--- config.mk ---
export PLATFORM = sky130hd
export DESIGN_NAME = ddr_ctl_front
export DESIGN_NICKNAME = d
export VERILOG_FILES = /design/src/rtl/ddr_ctl_front.sv
export SDC_FILE = /design/constraint.sdc
export NUM_CORES = 1
export LEC_CHECK = 0
export CORE_AREA = 4 4 127 129
export DETAILED_ROUTE_END_ITERATION = 6
export DIE_AREA = 0 0 131 133
export GPL_ROUTABILITY_DRIVEN = 0
export GPL_TIMING_DRIVEN = 0
export PLACE_DENSITY = 0.87
export SYNTH_ARGS = -nofsm -noshare
export SYNTH_HDL_FRONTEND = slang
export SYNTH_SLANG_ARGS = --single-unit
export TNS_END_PERCENT = 5
--- constraint.sdc ---
create_clock -name clock -period 1.96 [get_ports clock]
set_input_delay 0.392 -clock clock [delete_from_list [all_inputs] [get_ports clock]]
set_output_delay 0.392 -clock clock [all_outputs]
set_load 0.05 [all_outputs]
--- src/rtl/ddr_ctl_front.sv ---
// ---------------------------------------------------------------------------
// ddr_ctl_front
//
// Instruction front-end for a DDR page controller. A 12-bit {opcode,
// immediate} stream loads the command address and the write data one byte at
// a time through auto-incrementing byte pointers. The stream also issues page
// write/read commands to a back-end over a valid/ready channel. Read responses
// are latched into `page`. Protocol violations and read timeouts set a
// sticky error flag that only CLR (or reset) clears.
//
// Handshake: a command transfers on a rising edge where cmd_valid and
// cmd_ready are both 1. While cmd_valid is 1 and cmd_ready is 0, cmd_write,
// cmd_addr and cmd_data hold steady. rsp_valid is a single-cycle strobe that
// is only looked at while a read is waiting for its data.
//
// Ports:
//   clock      in   system clock, rising edge
//   reset      in   synchronous active-high reset
//   inst       in   [11:8] opcode, [7:0] immediate byte
//   inst_en    in   inst valid this cycle
//   page       out  last page returned by a read
//   ready      out  idle, accepting instructions
//   locked     out  load window open (between LCK and ULK)
//   error      out  sticky protocol / timeout error
//   cmd_valid  out  command presented to back-end
//   cmd_ready  in   back-end accepts command
//   cmd_write  out  1 = write page, 0 = read page
//   cmd_addr   out  command address
//   cmd_data   out  write data
//   rsp_valid  in   read data valid
//   rsp_data   in   read data
// ---------------------------------------------------------------------------
module ddr_ctl_front #(
   parameter int ADDR_BYTES = 4,
   parameter int DATA_BYTES = 4,
   parameter int TIMEOUT    = 255
) (
   input  logic                    clock,
   input  logic                    reset,
   input  logic [11:0]             inst,
   input  logic                    inst_en,
   output logic [8*DATA_BYTES-1:0] page,
   output logic                    ready,
   output logic                    locked,
   output logic                    error,
   output logic                    cmd_valid,
   input  logic                    cmd_ready,
   output logic                    cmd_write,
   output logic [8*ADDR_BYTES-1:0] cmd_addr,
   output logic [8*DATA_BYTES-1:0] cmd_data,
   input  logic                    rsp_valid,
   input  logic [8*DATA_BYTES-1:0] rsp_data
);

   localparam int AW = (ADDR_BYTES > 1) ? $clog2(ADDR_BYTES) : 1;
   localparam int DW = (DATA_BYTES > 1) ? $clog2(DATA_BYTES) : 1;
   localparam logic [AW-1:0] A_LAST = AW'(ADDR_BYTES - 1);
   localparam logic [DW-1:0] D_LAST = DW'(DATA_BYTES - 1);
   localparam logic [15:0]   T_LAST = 16'(TIMEOUT - 1);

   localparam logic [3:0] OP_NOP = 4'd0;
   localparam logic [3:0] OP_LCK = 4'd1;
   localparam logic [3:0] OP_ULK = 4'd2;
   localparam logic [3:0] OP_LA  = 4'd3;
   localparam logic [3:0] OP_LD  = 4'd4;
   localparam logic [3:0] OP_WRP = 4'd5;
   localparam logic [3:0] OP_RDP = 4'd6;
   localparam logic [3:0] OP_CLR = 4'd7;

   typedef enum logic [1:0] {
      S_IDLE  = 2'd0,
      S_ISSUE = 2'd1,
      S_WAIT  = 2'd2
   } state_t;

   state_t state_q, state_d;

   logic [8*ADDR_BYTES-1:0] addr_q, addr_d;
   logic [8*DATA_BYTES-1:0] data_q, data_d;
   logic [AW-1:0]           aptr_q, aptr_d;
   logic [DW-1:0]           dptr_q, dptr_d;
   logic [15:0]             cnt_q, cnt_d;
   logic [8*DATA_BYTES-1:0] page_q, page_d;
   logic                    locked_q, locked_d;
   logic                    error_q, error_d;
   logic                    cmd_write_q, cmd_write_d;
   logic [8*ADDR_BYTES-1:0] cmd_addr_q, cmd_addr_d;
   logic [8*DATA_BYTES-1:0] cmd_data_q, cmd_data_d;

   logic [3:0] op;
   logic [7:0] imm;
   logic       accept;

   assign op     = inst[11:8];
   assign imm    = inst[7:0];
   assign accept = inst_en && (state_q == S_IDLE);

   always_comb begin
      state_d     = state_q;
      addr_d      = addr_q;
      data_d      = data_q;
      aptr_d      = aptr_q;
      dptr_d      = dptr_q;
      cnt_d       = cnt_q;
      page_d      = page_q;
      locked_d    = locked_q;
      error_d     = error_q;
      cmd_write_d = cmd_write_q;
      cmd_addr_d  = cmd_addr_q;
      cmd_data_d  = cmd_data_q;

      // Instructions arriving while busy are dropped; only NOP is harmless.
      if (inst_en && (state_q != S_IDLE) && (op != OP_NOP)) begin
         error_d = 1'b1;
      end

      case (state_q)
         S_IDLE: begin
            if (accept) begin
               case (op)
                  OP_NOP: ;
                  OP_LCK: begin
                     locked_d = 1'b1;
                     aptr_d   = '0;
                     dptr_d   = '0;
                  end
                  OP_ULK: locked_d = 1'b0;
                  OP_LA: begin
                     if (locked_q) begin
                        addr_d[{aptr_q, 3'b000} +: 8] = imm;
                        aptr_d = (aptr_q == A_LAST) ? '0 : aptr_q + AW'(1);
                     end else begin
                        error_d = 1'b1;
                     end
                  end
                  OP_LD: begin
                     if (locked_q) begin
                        data_d[{dptr_q, 3'b000} +: 8] = imm;
                        dptr_d = (dptr_q == D_LAST) ? '0 : dptr_q + DW'(1);
                     end else begin
                        error_d = 1'b1;
                     end
                  end
                  OP_WRP, OP_RDP: begin
                     if (locked_q) begin
                        error_d = 1'b1;
                     end else begin
                        // Snapshot the registers so later loads cannot
                        // disturb a command in flight.
                        state_d     = S_ISSUE;
                        cmd_write_d = (op == OP_WRP);
                        cmd_addr_d  = addr_q;
                        cmd_data_d  = data_q;
                     end
                  end
                  OP_CLR: begin
                     error_d = 1'b0;
                     aptr_d  = '0;
                     dptr_d  = '0;
                  end
                  default: error_d = 1'b1;
               endcase
            end
         end

         S_ISSUE: begin
            if (cmd_ready) begin
               state_d = cmd_write_q ? S_IDLE : S_WAIT;
               cnt_d   = '0;
            end
         end

         S_WAIT: begin
            // A response in the expiry cycle still counts as on time.
            if (rsp_valid) begin
               page_d  = rsp_data;
               state_d = S_IDLE;
            end else if (cnt_q == T_LAST) begin
               error_d = 1'b1;
               state_d = S_IDLE;
            end else begin
               cnt_d = cnt_q + 16'd1;
            end
         end

         default: state_d = S_IDLE;
      endcase
   end

   always_ff @(posedge clock) begin
      if (reset) begin
         state_q     <= S_IDLE;
         addr_q      <= '0;
         data_q      <= '0;
         aptr_q      <= '0;
         dptr_q      <= '0;
         cnt_q       <= '0;
         page_q      <= '0;
         locked_q    <= 1'b0;
         error_q     <= 1'b0;
         cmd_write_q <= 1'b0;
         cmd_addr_q  <= '0;
         cmd_data_q  <= '0;
      end else begin
         state_q     <= state_d;
         addr_q      <= addr_d;
         data_q      <= data_d;
         aptr_q      <= aptr_d;
         dptr_q      <= dptr_d;
         cnt_q       <= cnt_d;
         page_q      <= page_d;
         locked_q    <= locked_d;
         error_q     <= error_d;
         cmd_write_q <= cmd_write_d;
         cmd_addr_q  <= cmd_addr_d;
         cmd_data_q  <= cmd_data_d;
      end
   end

   assign page      = page_q;
   assign ready     = (state_q == S_IDLE);
   assign locked    = locked_q;
   assign error     = error_q;
   assign cmd_valid = (state_q == S_ISSUE);
   assign cmd_write = cmd_write_q;
   assign cmd_addr  = cmd_addr_q;
   assign cmd_data  = cmd_data_q;

endmodule

==> flow_metrics.py <==
metrics = {
    "clock_network": {
        "cts_tree": "done",
        "hold_buffers": 0,
        "clock_path_buffers": 2,
        "cts_root_buf": "clkbuf_16",
        "h-tree-depth": 4,
        "cts_made_buffers": 17,
        "worstSkewPairLatency_ns": 0.44,
        "clkSinkCount": 185,
        "clkTransAtPathRegs_ns": 0.07,
    },
    "die": {
        "die_x_um": 131,
        "io_pins": 150,
        "std_cell_rows": 45,
        "die_h_um": 133,
        "design.die.area_mm2": 0.0174,
        "initial_utilization_pct": 48.9,
        "coreArea_mm2": 0.0150,
    },
    "place": {
        "pre_cts_ws_ns": -0.766,
        "port_buffers": 140,
        "dp_cells": 1255,
        "hpwl_mm": 14.0,
    },
    "cells_and_area": {
        "antenna_cells": 0,
        "final_cell_mix": "284 x nand2_1, 182 x dfxtp_1, 171 x a21oi_1",
        "mostFrequentLayoutCell": "nand2_1",
        "final_cells": 1291,
        "nets": 1153,
        "final_layout_size_suffix_gt1_share_pct": 9.88,
        "syn2layout_area_growth_pct": 33.0,
    },
    "grt": {
        "grt_pass1_wl_mm": 31.3,
        "antenna_found_initial": 0,
        "gr-total-overflow": 0,
        "grt_pass1_vias": 6543,
        "grt_max_degree": 18,
        "grt_usage_pct": 22.5,
    },
    "logic_synthesis": {
        "synth_edf_count": 0,
        "syn_avg_cell_area_um2": 7.94,
        "synth.distinct_cells": 51,
        "postSynth.asyncResetShare_pct": 0,
        "synth_top_area_cell": "dfxtp_1",
        "seq_area_frac_synth_pct": 50.3,
        "syn-cell-area_mm2": 0.00736,
        "synth_top_area_share_pct": 50.3,
        "post_synth_main_area_contributors": "dfxtp_1 50%, nand2_1 15%, a21oi_1 12%",
        "synth-seq-cells": 185,
        "yosys_warnings": 0,
        "ys.flop_type": "dfxtp_1",
        "syn_inst": 927,
        "syn_nets": 990,
    },
    "worst_setup_path": {
        "crit_slowest_cell": "clkdlybuf4s50_1",
        "cp-start-kind": "input port",
        "critical_path_buf_inv_count": 3,
        "arrival_ns": 2.29,
        "end_kind": "flip-flop",
        "cp.required_ns": 2.32,
        "critPathMaxStageDelay_ns": 0.44,
        "crit_fanout": 10,
        "cp_cell_sequence": "clkdlybuf4s50_1 > buf_6 > or3b_4 > nor3_4 > and2_1 > buf_4 > nand3_1 > a21oi_2",
        "path_delay_family": "simple AND/OR/NAND/NOR gates",
        "crit_type": "input port to flip-flop",
    },
    "sta": {
        "rsz0062_at_grt": "yes",
        "slew_headroom_pct": 58.9,
        "hold_ws_ns": 0.429,
        "finalSetupTns_ns": 0,
        "fmax_mhz": 519,
        "finalClockSkew_ns": 0.0102,
        "period_minus_slack_ns": 1.93,
        "finalCritPeriodShare_pct": 98.4,
        "hold_viol": 0,
        "postLayoutSetupSlackWorst_ns": 0.0314,
        "finalSetupViolCount": 0,
        "worstMarginPinSlew_ns": 0.616,
        "slew_violations": 0,
    },
    "power_and_ir_drop": {
        "peakVddDrop_mv": 0.695,
        "power_density_mw_per_mm2": 797,
        "leakage_uw": 0.00380,
    },
    "detailed_routing": {
        "dr.pass1.iters": 7,
        "wl_per_cell_um": 15.5,
        "via_count": 6976,
        "first_iter_violations": 557,
        "antenna_left": 0,
        "drc": 0,
        "viasPerCell": 5.40,
        "wirelength_mm": 20.1,
    },
    "flow_run": {
        "maxCapViolations": 0,
    },
    "status": {
        "status": "finished clean",
    },
    "min_path": {
        "hold_path.class": "input port to flip-flop",
    },
}
-- sequential cells by signal (all words and copies together), names as in the netlist --
register / flops
cmd_data: 32
locked: 1
dptr_q: 2
cmd_addr: 32
page: 32
state_q: 2
cmd_write: 1
data_q: 32
aptr_q: 2
error: 1
addr_q: 32
cnt_q: 16
-- per-layer routing --
metal	GRT usage (%)	up-vias	part of all wire (%)
met3	8.60	31	11
met5	0	-	0
met4	7.20	0	1.6
met1	27.1	3211	40
met2	36.8	305	48
li1	-	3429	-
-- kinds of logic (layout without fill, tap and decap cells) --
| group | count (synthesis) | after routing | share of synthesized area (%) |
|---|---|---|---|
| XOR/XNOR | 5 | 5 | 0.595 |
| multiplexers | 4 | 4 | 0.561 |
| AO/OA/AOI/OAI | 201 | 201 | 14.4 |
| flip-flops | 185 | 185 | 50.3 |
| AND/OR/NAND/NOR | 443 | 443 | 27.3 |
| adder cells (fa/ha/maj) | 14 | 14 | 2.38 |
| buffers and inverters | 75 | 251 | 4.37 |
-- worst paths after layout --
path	from	end	slack (ns)	cells after the start
max	inst[10]	addr_q[26]	0.03	8
min	inst[1]	addr_q[9]	0.43	3
max reg2reg	state_q[1]	cnt_q[5]	0.05	8
min reg2reg	page[29]	page[29]	0.45	2
-- final cells by class --
cell class,instances,area (um2)
Fill cell,1241,5250
Sequential cell,185,3710
Multi-Input combinational cell,667,3520
Timing Repair Buffer,144,1310
Clock buffer,17,425
Buffer,66,365
Tap cell,188,235
Clock inverter,15,193
Inverter,9,33.8
-- what timing repair did --
action	4_1_cts	5_1_grt
buffers inserted	3	1
pin swaps	3	19
gates resized for setup	134	56
setup endpoints to repair	236	141
-- synth_stat cells, types with 3 or more instances --
library cell  count
inv_1             9
dfxtp_1         185
and4_1            3
nand2b_1          7
or3_1             9
nor3b_1           3
nand3b_1          3
nor2_1           21
ha_1             14
mux2i_1           3
buf_2            16
buf_1             8
buf_4             5
a21oi_1         178
nand2_1         285
clkbuf_1         36
xnor2_1           3
nor3_1            8
or3b_1            3
nand4_1           4
and2_1            7
nand3_1          69
nor3b_2           3
o21ai_0          10
-- report_power, final --
part / internal, uW / leakage [uW] / switching (uW)
clock network: 2040 / 0.000294 / 1560
registers: 3770 / 0.00149 / 9.82
logic: 161 / 0.00201 / 267
total: 5970 / 0.00380 / 1840
-- through the flow --
step                      total power [uW]  util, %  cell area (um2)
after detailed placement              4240     59.8             9000
after global placement                4230     59.8             9000
after CTS                             7820     63.9             9610
final                                 7800     65.1             9780
after global routing                  8040     65.1             9780
after floorplan                       4070        -             7360
-- worst min-delay path, delay by kind of cell --
family          cells  cell delay [ns]
buf+inv             1             0.23
simple gates        1             0.14
compound gates      1             0.06
Power figures use the tool's default switching activity.
